<file path="config.mk">
export PLATFORM = sky130hd
export DESIGN_NAME = router_packet_buffer
export DESIGN_NICKNAME = d
export VERILOG_FILES = /design/src/rtl/pkt_buf_pkg.sv /design/src/rtl/pkt_buf_slot_alloc.sv /design/src/rtl/router_packet_buffer.sv
export SDC_FILE = /design/constraint.sdc
export NUM_CORES = 1
export LEC_CHECK = 0
export BUFFER_PORTS_ARGS = -buffer_cell sky130_fd_sc_hd__buf_2
export CORE_MARGIN = 1
export CORE_UTILIZATION = 35
export DETAILED_ROUTE_END_ITERATION = 8
export GPL_TIMING_DRIVEN = 0
export PLACE_DENSITY = 0.62
export SLEW_MARGIN = 40
export SYNTH_ARGS = -nofsm -noshare
export SYNTH_HDL_FRONTEND = slang
export SYNTH_SLANG_ARGS = --single-unit
</file>
<file path="constraint.sdc">
create_clock -name clk -period 11.1 [get_ports clk]
set_clock_uncertainty 0.1 [all_clocks]
set_input_delay 2.22 -clock clk [delete_from_list [all_inputs] [get_ports clk]]
set_output_delay 2.22 -clock clk [all_outputs]
set_load 0.02 [all_outputs]
</file>
<file path="src/rtl/pkt_buf_pkg.sv">
// Shared types for the router packet buffer: per-slot lifecycle state and
// the write-side FSM state.
package pkt_buf_pkg;

    // Lifecycle of one packet slot: allocated for writing, then readable,
    // then returned to the pool by an explicit release.
    typedef enum logic [1:0] {
        FREE      = 2'd0,
        FILLING   = 2'd1,
        COMMITTED = 2'd2
    } slot_state_t;

    // Write FSM: ALLOC opens a slot, FILL streams bytes into it.
    typedef enum logic {
        ALLOC = 1'b0,
        FILL  = 1'b1
    } wr_state_t;

endpackage : pkt_buf_pkg

</file>
<file path="src/rtl/pkt_buf_slot_alloc.sv">
// Lowest-index FREE slot finder used by the write FSM to open the next slot.
module pkt_buf_slot_alloc
    import pkt_buf_pkg::*;
#(
    parameter int DEPTH  = 4,
    parameter int PTR_SZ = $clog2(DEPTH)
) (
    input  slot_state_t             slot_state [DEPTH],
    output logic                    found,
    output logic [PTR_SZ-1:0]       idx
);

    // Scan from the top down so the last hit written is the lowest index.
    always_comb begin
        // NOTE: every output gets a default before the loop; without it the
        // "no FREE slot" path would leave them unassigned and infer latches.
        found = 1'b0;
        idx   = '0;
        for (int i = DEPTH - 1; i >= 0; i--) begin
            if (slot_state[i] == FREE) begin
                found = 1'b1;
                idx   = PTR_SZ'(i);
            end
        end
    end

endmodule : pkt_buf_slot_alloc

</file>
<file path="src/rtl/router_packet_buffer.sv">
// Slot-based packet store for the router input stage.
// One byte-serial write port fills slots, NRD independent read ports fetch
// bytes of committed slots with one cycle of latency, and a release port
// returns slots to the free pool.
// Optional feature macro: PKT_BUF_PARITY_EN adds an even-parity bit per
// stored byte and a per-port rd_perr output.
module router_packet_buffer
    import pkt_buf_pkg::*;
#(
    parameter int DEPTH     = 4,
    parameter int WIDTH     = 11,
    parameter int UWIDTH    = 8,
    parameter int NRD       = 3,
    parameter int PTR_SZ    = $clog2(DEPTH),
    parameter int PTR_IN_SZ = $clog2(WIDTH),
    parameter int LEN_SZ    = $clog2(WIDTH + 1)
) (
    input  logic                     clk,
    input  logic                     reset_n,
    // write port
    input  logic                     wr_valid,
    input  logic [UWIDTH-1:0]        wr_data,
    input  logic                     wr_last,
    output logic                     wr_ready,
    output logic [PTR_SZ-1:0]        wr_slot,
    output logic                     commit_vld,
    output logic [PTR_SZ-1:0]        commit_slot,
    output logic [LEN_SZ-1:0]        commit_len,
    output logic                     wr_trunc,
    // read ports
    input  logic [NRD-1:0]           rd_en,
    input  logic [NRD*PTR_SZ-1:0]    rd_slot,
    input  logic [NRD*PTR_IN_SZ-1:0] rd_idx,
    output logic [NRD*UWIDTH-1:0]    rd_data,
    output logic [NRD-1:0]           rd_valid,
`ifdef PKT_BUF_PARITY_EN
    output logic [NRD-1:0]           rd_perr,
`endif
    // release port and occupancy
    input  logic                     rel_en,
    input  logic [PTR_SZ-1:0]        rel_slot,
    output logic                     rel_err,
    output logic [PTR_SZ:0]          free_cnt,
    output logic                     full
);

`ifdef PKT_BUF_PARITY_EN
    localparam int MEM_W = UWIDTH + 1;
`else
    localparam int MEM_W = UWIDTH;
`endif
    localparam logic [PTR_IN_SZ-1:0] CNT_LAST = PTR_IN_SZ'(WIDTH - 1);

    wr_state_t              wr_state_q, wr_state_d;
    slot_state_t            slot_state_q [DEPTH];
    slot_state_t            slot_state_d [DEPTH];
    logic [LEN_SZ-1:0]      len_q [DEPTH];
    logic [LEN_SZ-1:0]      len_d [DEPTH];
    logic [PTR_SZ-1:0]      wr_slot_q, wr_slot_d;
    logic [PTR_IN_SZ-1:0]   cnt_q, cnt_d;
    logic                   commit_vld_q, commit_vld_d;
    logic [PTR_SZ-1:0]      commit_slot_q, commit_slot_d;
    logic [LEN_SZ-1:0]      commit_len_q, commit_len_d;
    logic                   wr_trunc_q, wr_trunc_d;
    logic                   rel_err_q, rel_err_d;

    logic [MEM_W-1:0]       mem_q [DEPTH][WIDTH];
    logic                   mem_we;
    logic [MEM_W-1:0]       mem_wdata;

    logic                   alloc_found;
    logic [PTR_SZ-1:0]      alloc_idx;
    logic                   last_byte;

    pkt_buf_slot_alloc #(
        .DEPTH  (DEPTH),
        .PTR_SZ (PTR_SZ)
    ) u_slot_alloc (
        .slot_state (slot_state_q),
        .found      (alloc_found),
        .idx        (alloc_idx)
    );

    // Write FSM, slot lifecycle, commit reporting and release handling.
    always_comb begin
        wr_state_d    = wr_state_q;
        slot_state_d  = slot_state_q;
        len_d         = len_q;
        wr_slot_d     = wr_slot_q;
        cnt_d         = cnt_q;
        commit_vld_d  = 1'b0;
        commit_slot_d = commit_slot_q;
        commit_len_d  = commit_len_q;
        wr_trunc_d    = 1'b0;
        rel_err_d     = 1'b0;
        wr_ready      = 1'b0;
        last_byte     = 1'b0;
        mem_we        = 1'b0;
`ifdef PKT_BUF_PARITY_EN
        mem_wdata     = {^wr_data, wr_data};
`else
        mem_wdata     = wr_data;
`endif

        case (wr_state_q)
            ALLOC: begin
                if (alloc_found) begin
                    slot_state_d[alloc_idx] = FILLING;
                    wr_slot_d               = alloc_idx;
                    cnt_d                   = '0;
                    wr_state_d              = FILL;
                end
            end
            FILL: begin
                wr_ready = 1'b1;
                if (wr_valid) begin
                    mem_we    = 1'b1;
                    last_byte = wr_last || (cnt_q == CNT_LAST);
                    if (last_byte) begin
                        slot_state_d[wr_slot_q] = COMMITTED;
                        len_d[wr_slot_q]        = LEN_SZ'(cnt_q) + LEN_SZ'(1);
                        commit_vld_d            = 1'b1;
                        commit_slot_d           = wr_slot_q;
                        commit_len_d            = LEN_SZ'(cnt_q) + LEN_SZ'(1);
                        wr_trunc_d              = (cnt_q == CNT_LAST) && !wr_last;
                        wr_state_d              = ALLOC;
                    end else begin
                        cnt_d = cnt_q + PTR_IN_SZ'(1);
                    end
                end
            end
            default: wr_state_d = ALLOC;
        endcase

        // Only COMMITTED slots can be released, so a release never collides
        // with the allocate (FREE) or commit (FILLING) updates above.
        if (rel_en) begin
            if (slot_state_q[rel_slot] == COMMITTED) begin
                slot_state_d[rel_slot] = FREE;
            end else begin
                rel_err_d = 1'b1;
            end
        end
    end

    // Control state registers with synchronous active-low reset.
    always_ff @(posedge clk) begin
        // NOTE: state registers use non-blocking assignments so every flop
        // samples its _d value from before this edge, independent of order.
        if (!reset_n) begin
            wr_state_q    <= ALLOC;
            wr_slot_q     <= '0;
            cnt_q         <= '0;
            commit_vld_q  <= 1'b0;
            commit_slot_q <= '0;
            commit_len_q  <= '0;
            wr_trunc_q    <= 1'b0;
            rel_err_q     <= 1'b0;
            for (int i = 0; i < DEPTH; i++) begin
                slot_state_q[i] <= FREE;
                len_q[i]        <= '0;
            end
        end else begin
            wr_state_q    <= wr_state_d;
            wr_slot_q     <= wr_slot_d;
            cnt_q         <= cnt_d;
            commit_vld_q  <= commit_vld_d;
            commit_slot_q <= commit_slot_d;
            commit_len_q  <= commit_len_d;
            wr_trunc_q    <= wr_trunc_d;
            rel_err_q     <= rel_err_d;
            slot_state_q  <= slot_state_d;
            len_q         <= len_d;
        end
    end

    // Packet byte storage, written one byte per accepted write beat.
    always_ff @(posedge clk) begin
        // NOTE: the storage array has no reset; slot state and length gate
        // every read, so stale bytes are never visible after reset.
        if (mem_we) begin
            mem_q[wr_slot_q][cnt_q] <= mem_wdata;
        end
    end

    // Occupancy: count of FREE slots straight from the slot state registers,
    // so commit and release in the same cycle net out automatically.
    always_comb begin
        free_cnt = '0;
        for (int i = 0; i < DEPTH; i++) begin
            if (slot_state_q[i] == FREE) begin
                free_cnt = free_cnt + (PTR_SZ + 1)'(1);
            end
        end
    end

    assign full        = (free_cnt == '0);
    assign wr_slot     = wr_slot_q;
    assign commit_vld  = commit_vld_q;
    assign commit_slot = commit_slot_q;
    assign commit_len  = commit_len_q;
    assign wr_trunc    = wr_trunc_q;
    assign rel_err     = rel_err_q;

    // Independent read ports, each with a registered data/valid pair.
    for (genvar p = 0; p < NRD; p++) begin : g_rd
        logic [PTR_SZ-1:0]    slot;
        logic [PTR_IN_SZ-1:0] idx;
        logic [MEM_W-1:0]     word;
        logic                 hit;
        logic [UWIDTH-1:0]    data_q, data_d;
        logic                 valid_q, valid_d;

        assign slot = rd_slot[p*PTR_SZ +: PTR_SZ];
        assign idx  = rd_idx[p*PTR_IN_SZ +: PTR_IN_SZ];

        // Hit check against pre-edge slot state; data holds when idle.
        always_comb begin
            word    = mem_q[slot][idx];
            hit     = rd_en[p] && (slot_state_q[slot] == COMMITTED) &&
                      (LEN_SZ'(idx) < len_q[slot]);
            valid_d = hit;
            data_d  = data_q;
            if (rd_en[p]) begin
                data_d = hit ? word[UWIDTH-1:0] : '0;
            end
        end

        // Read output registers.
        always_ff @(posedge clk) begin
            if (!reset_n) begin
                data_q  <= '0;
                valid_q <= 1'b0;
            end else begin
                data_q  <= data_d;
                valid_q <= valid_d;
            end
        end

        assign rd_data[p*UWIDTH +: UWIDTH] = data_q;
        assign rd_valid[p]                 = valid_q;

`ifdef PKT_BUF_PARITY_EN
        logic perr_q, perr_d;

        // Even parity over data plus stored parity bit must reduce to zero.
        always_comb begin
            perr_d = hit && (^word);
        end

        // Parity error register, aligned with rd_valid.
        always_ff @(posedge clk) begin
            if (!reset_n) begin
                perr_q <= 1'b0;
            end else begin
                perr_q <= perr_d;
            end
        end

        assign rd_perr[p] = perr_q;
`endif
    end

endmodule : router_packet_buffer

</file>
# Yosys cells after proc, flatten, opt, wreduce, memory -nomap -nowiden
# Memory sizes are Yosys's and may differ from the RTL's.
# Index checks and enable logic that the tools add are counted.
# word_totals
ff_bits	67
in_bits	36
ram_bits	352
memories	1
output_inout_bits	43
# classes
eq_ne	8
muxes	77
magnitude_cmp	17
addsub	4
n_reduce_logical	24
n_bitwise	19
# mem_list
name	depth	width	read_ports	rd_clocked_by_memory_dff	wr	line	text
mem_q	4	88	3	0	1	router_packet_buffer.sv:67	logic [MEM_W-1:0] mem_q [DEPTH][WIDTH];
# ops
cell	count
8-bit two-way mux	15
8-bit binary-select mux with 4-bit select	3
88-bit two-way mux	1
4-bit two-way mux	10
8-bit demux with 4-bit select	1
2-bit two-way mux	15
4-bit binary-select mux with 2-bit select	3
5-bit greater-or-equal comparator (second input constant)	4
4-bit inverter with 5-bit output	4
3-bit greater-or-equal comparator (second input constant)	6
2-bit inverter with 3-bit output	6
2-bit binary-select mux with 2-bit select	4
16-bit bitwise mux	1
8-bit one-hot mux with 2 select lines	1
1-bit two-way mux	14
2-bit demux with 2-bit select	3
4-bit less-than comparator	3
1-bit logical AND	11
3-bit by 1-bit adder with 3-bit output (second input constant)	3
3-bit by 1-bit less-than comparator with 1-bit output (second input constant)	3
3-bit two-way mux	3
3-bit AND reduction	3
4-bit bitwise AND	2
8-bit bitwise AND	1
18 further kinds	29

# Depth between registers and ports, before layout
# logic_depth
word_depth	17
mapped_depth	13
depth_no_buf	9

# Modules after synthesis
# Synthesis repeated with hierarchy kept, for this count alone.
# hier_totals
cells_unflattened	1693
area_unflattened_um2	23201.0
# by_module_without_submodules
mod	n_inst	area_per_inst_um2	seq_area_each_um2	cells_each
router_packet_buffer	1	23157.2	11911.4	1685
pkt_buf_slot_alloc	1	43.8	0.0	8

# Least setup slack after synthesis
# OpenSTA, ideal clock, no wires.
# synth_timing
kind	input port to flip-flop
from	input port rd_slot[4]
to	register g_rd[2].data_q[1]
path_buffers	5
required_time_ns	10.931
slack_ns	6.078
cell_stages	13
arrival_ns	4.853
path_cell_list	buf_6 buf_6 buf_6 buf_4 buf_4 mux4_2 inv_1 ha_1 o211ai_1 a21oi_1 a2111oi_4 nand2b_2 o21ai_1
# synth_via
elab_chain_len	8
word_cells_on_any_way	16
# synth_rtl
item	line	text
start: declaration	router_packet_buffer.sv:32	input logic [NRD*PTR_SZ-1:0] rd_slot,
branches (longest 7 deep; another with memory read 4 x 88 bit)	n/a	
8-bit two-way mux (*)	router_packet_buffer.sv:225	data_d = hit ? word[UWIDTH-1:0] : '0;
end signal: assignment	router_packet_buffer.sv:235	data_q <= data_d;
end: declaration	router_packet_buffer.sv:211	logic [UWIDTH-1:0] data_q, data_d;
# Every way passes the cells marked *. The select of a mux whose other input is x is not followed.
# A chain may end at the register's enable or synchronous reset.

# Final worst setup path
# layout_timing
from	input port rd_slot[3]
to	register g_rd[1].data_q[6]
# layout_via
elab_chain_len	8
word_cells_on_any_way	16
# layout_rtl
item	line
branches (longest 7 deep; another with memory read 4 x 88 bit)	n/a
8-bit two-way mux (*)	router_packet_buffer.sv:225
end signal: assignment	router_packet_buffer.sv:235
end: declaration	router_packet_buffer.sv:211
# Marks and branches as above.

==> run metrics <==
r2r setup slk 8.39 ns; max incr delay on CP 0.81 ns; post-synthesis register bit count 419; Skew-Pair Late Insertion Delay 0.62 ns; CTS tree done; DRC viols 0; most common cell after layout, fill and taps aside edfxtp_1; layout cells sized above 1 0.263; H-tree levels 2; Max Cap Viol 0; slew margin rel. 0.400; die area 67800 µm²; placer congestion estimate 1.01; Synth Instances 1730; Vias per Instance 6.61; Reg2Reg Depth 3; worst setup path class in2reg; initial core utilization 0.355; Routed Antenna Nets 0; CTS Buffer Depth 3; number of global-route vias before repair 17528; Buffers on Ports 70; CP max-delay cell a2111oi_4; fillers 6116; first-pass GRT wire length 141000 µm; EDFF count, synth 352; multi-input logic area 10800 µm²; routed wire length 104000 µm; leakage power 9.15 nW; initial antenna violation count 5; reg-to-reg endpoint mem_q[1][30]; syn_nets 1782; grt ovf 0; hold depth 2; worst path required time 11.51 ns; FP Rows 94; Worst-Margin Slew 0.899 ns; Worst Hold Class reg2reg; Seq/Total Area, Yosys 0.510; Vert. Die Dim 260 µm; Sequential Area 11900 µm²; CTS Root Cell clkbuf_16; Yosys top cell by area edfxtp_1; max-slew violations 0; Yosys cell types 73; wire per inst 37.6 µm; post-cts sizing count 0; CP arrival 6.06 ns; worst vdd ir 0.110 mV; Worst-path clk slew 0.06 ns; min-delay src g_rd[1].data_q[2]; DR pass1 iterations 7; final period utilization 0.509; Area contributors post-synth edfxtp_1, mux4_2, mux2i_1; Top Metal Used met5; CP max FO 11; Critical Path, Cell by Cell buf_4 > buf_2 > buf_4 > buf_1 > mux4_2 > inv_1 > ha_1 > a2111oi_4 > nand2_1 > o21ai_0; CP endpoint kind flip-flop; post-DP HPWL 75100 µm; Nets 1902; synth warn 0; setup tns final 0 ns; top_reg_cell synth edfxtp_1; asr flop ratio synth 0; pwr dens 143 nW/µm²; largest net degree at the start of global routing 45; DR iter-0 viols 2855; Cell Area, Synth 23400 µm²; CP dominant cell by count buf_4; total power 3.80 mW; Post-CTS Setup Bufs 0; final hold violation count 0; unrepaired setup endpoints after global routing false; Synth-to-Final Area Change 13.5%; io pins 79; post-synth top area share 0.452; Fmax 0.177 GHz; r2r startpoint wr_state_q; met1 WL 39100 µm; Syn Area/Cell 13.5 µm²; CTS buffer count 47; fin crit period 5.65 ns; Routed met3 length 12200 µm; Final Setup Violations 0; total number of vias 18218; die width 260 µm; DR WL met2 45300 µm; total track usage 0.303; status completed; Worst Hold Path EP g_rd[1].data_q[2]; CORE AREA 65900 µm²; hold_buf cts 0; Startpoint Class primary input; CTS sink cnt 419; commonest cells after routing, fill and taps aside edfxtp_1, mux2i_1, mux4_2
flip-flops by register name, summed over array words and instances, names as in the netlist, 2 cells and up:
name,cells
cnt_q,4
commit_len,4
commit_slot,2
g_rd.data_q,24
g_rd.valid_q,3
len_q,16
mem_q,352
slot_state_q,8
wr_slot,2
power breakdown:
group	switching [mW]	leakage, nW	total (mW)	internal (mW)
registers	0.00644	3.71	1.72	1.71
logic	0.343	4.71	0.496	0.153
clock network	0.678	0.731	1.58	0.906
cells by family (layout without fill, tap and decap cells):
| logic type | after synthesis | count (layout) | synth area share |
|---|---|---|---|
| AO/OA/AOI/OAI | 330 | 330 | 0.107 |
| XOR/XNOR | 5 | 5 | 0.00187 |
| adder cells (fa/ha/maj) | 16 | 16 | 0.00857 |
| buffers and inverters | 153 | 311 | 0.0329 |
| flip-flops | 419 | 419 | 0.510 |
| multiplexers | 411 | 411 | 0.253 |
| other | 0 | 4 | 0 |
| AND/OR/NAND/NOR | 396 | 396 | 0.0866 |
layout make-up:
class	count	share of cell area
diodes	4	0.000377
plain buffers	135	0.0270
clock buffers	70	0.0502
clock inverters	17	0.00774
inverters	18	0.00255
multi-input cells	1158	0.408
flip-flops and latches	419	0.449
well taps	864	0.0408
repair buffers	71	0.0142
through the flow:
step / hold slack, ns / area, µm² / utilization / setup WS, ns / std cells
5_1_grt: 0.382 / 26500 / 0.403 / 5.38 / 2752
4_1_cts: 0.350 / 26500 / 0.402 / 5.59 / 2751
3_5_place_dp: 0.342 / 24900 / 0.378 / 4.96 / 2664
2_1_floorplan: 0.374 / 23400 / - / 6.08 / 1730
6_report: 0.349 / 26500 / 0.403 / 5.45 / 2756
3_3_place_gp: 0.338 / 24800 / 0.376 / 4.94 / 2664
per-layer routing:
layer | track usage | up-vias
li1 | - | 7228
met1 | 0.397 | 9277
met2 | 0.454 | 1394
met3 | 0.0744 | 317
met4 | 0.182 | 2
met5 | 0 | -
synth_stat cells, types with 19 or more instances:
library cell and n:
o21ai_0 25, dfxtp_1 67, buf_4 20, o22ai_1 37, nor3_1 24, a22oi_1 54, mux2_2 57, nor2_1 91
o211a_1 22, nand4_1 24, a211oi_1 23, clkbuf_1 39, buf_2 52, a21oi_1 23, nor2b_1 68, mux4_2 136
mux2i_1 217, nand2_1 93, nand2b_1 21, o21ai_1 19, nand3_1 19, a32oi_1 19, edfxtp_1 352
worst max-delay path by stage:
stage | start | end | slack (ns) | depth (start not counted)
after floorplan | rd_slot[4] | g_rd[2].data_q[1] | 6.08 | 13
after global placement | rd_slot[1] | g_rd[0].data_q[0] | 4.94 | 10
after detailed placement | rd_slot[4] | g_rd[2].data_q[5] | 4.96 | 13
after CTS | rd_slot[4] | g_rd[2].data_q[5] | 5.59 | 13
after global routing | rd_slot[3] | g_rd[1].data_q[6] | 5.38 | 10
final | rd_slot[3] | g_rd[1].data_q[6] | 5.45 | 10
critical path, delay by kind of cell:
| family | cells | cell delay (ns) |
|---|---|---|
| AOI/OAI and AO/OA | 2 | 1.03 |
| muxes | 1 | 0.41 |
| adders and majority gates | 1 | 0.27 |
| and+or+nand+nor | 1 | 0.30 |
| buffers and inverters | 5 | 1.78 |
Power figures use the tool's default switching activity.
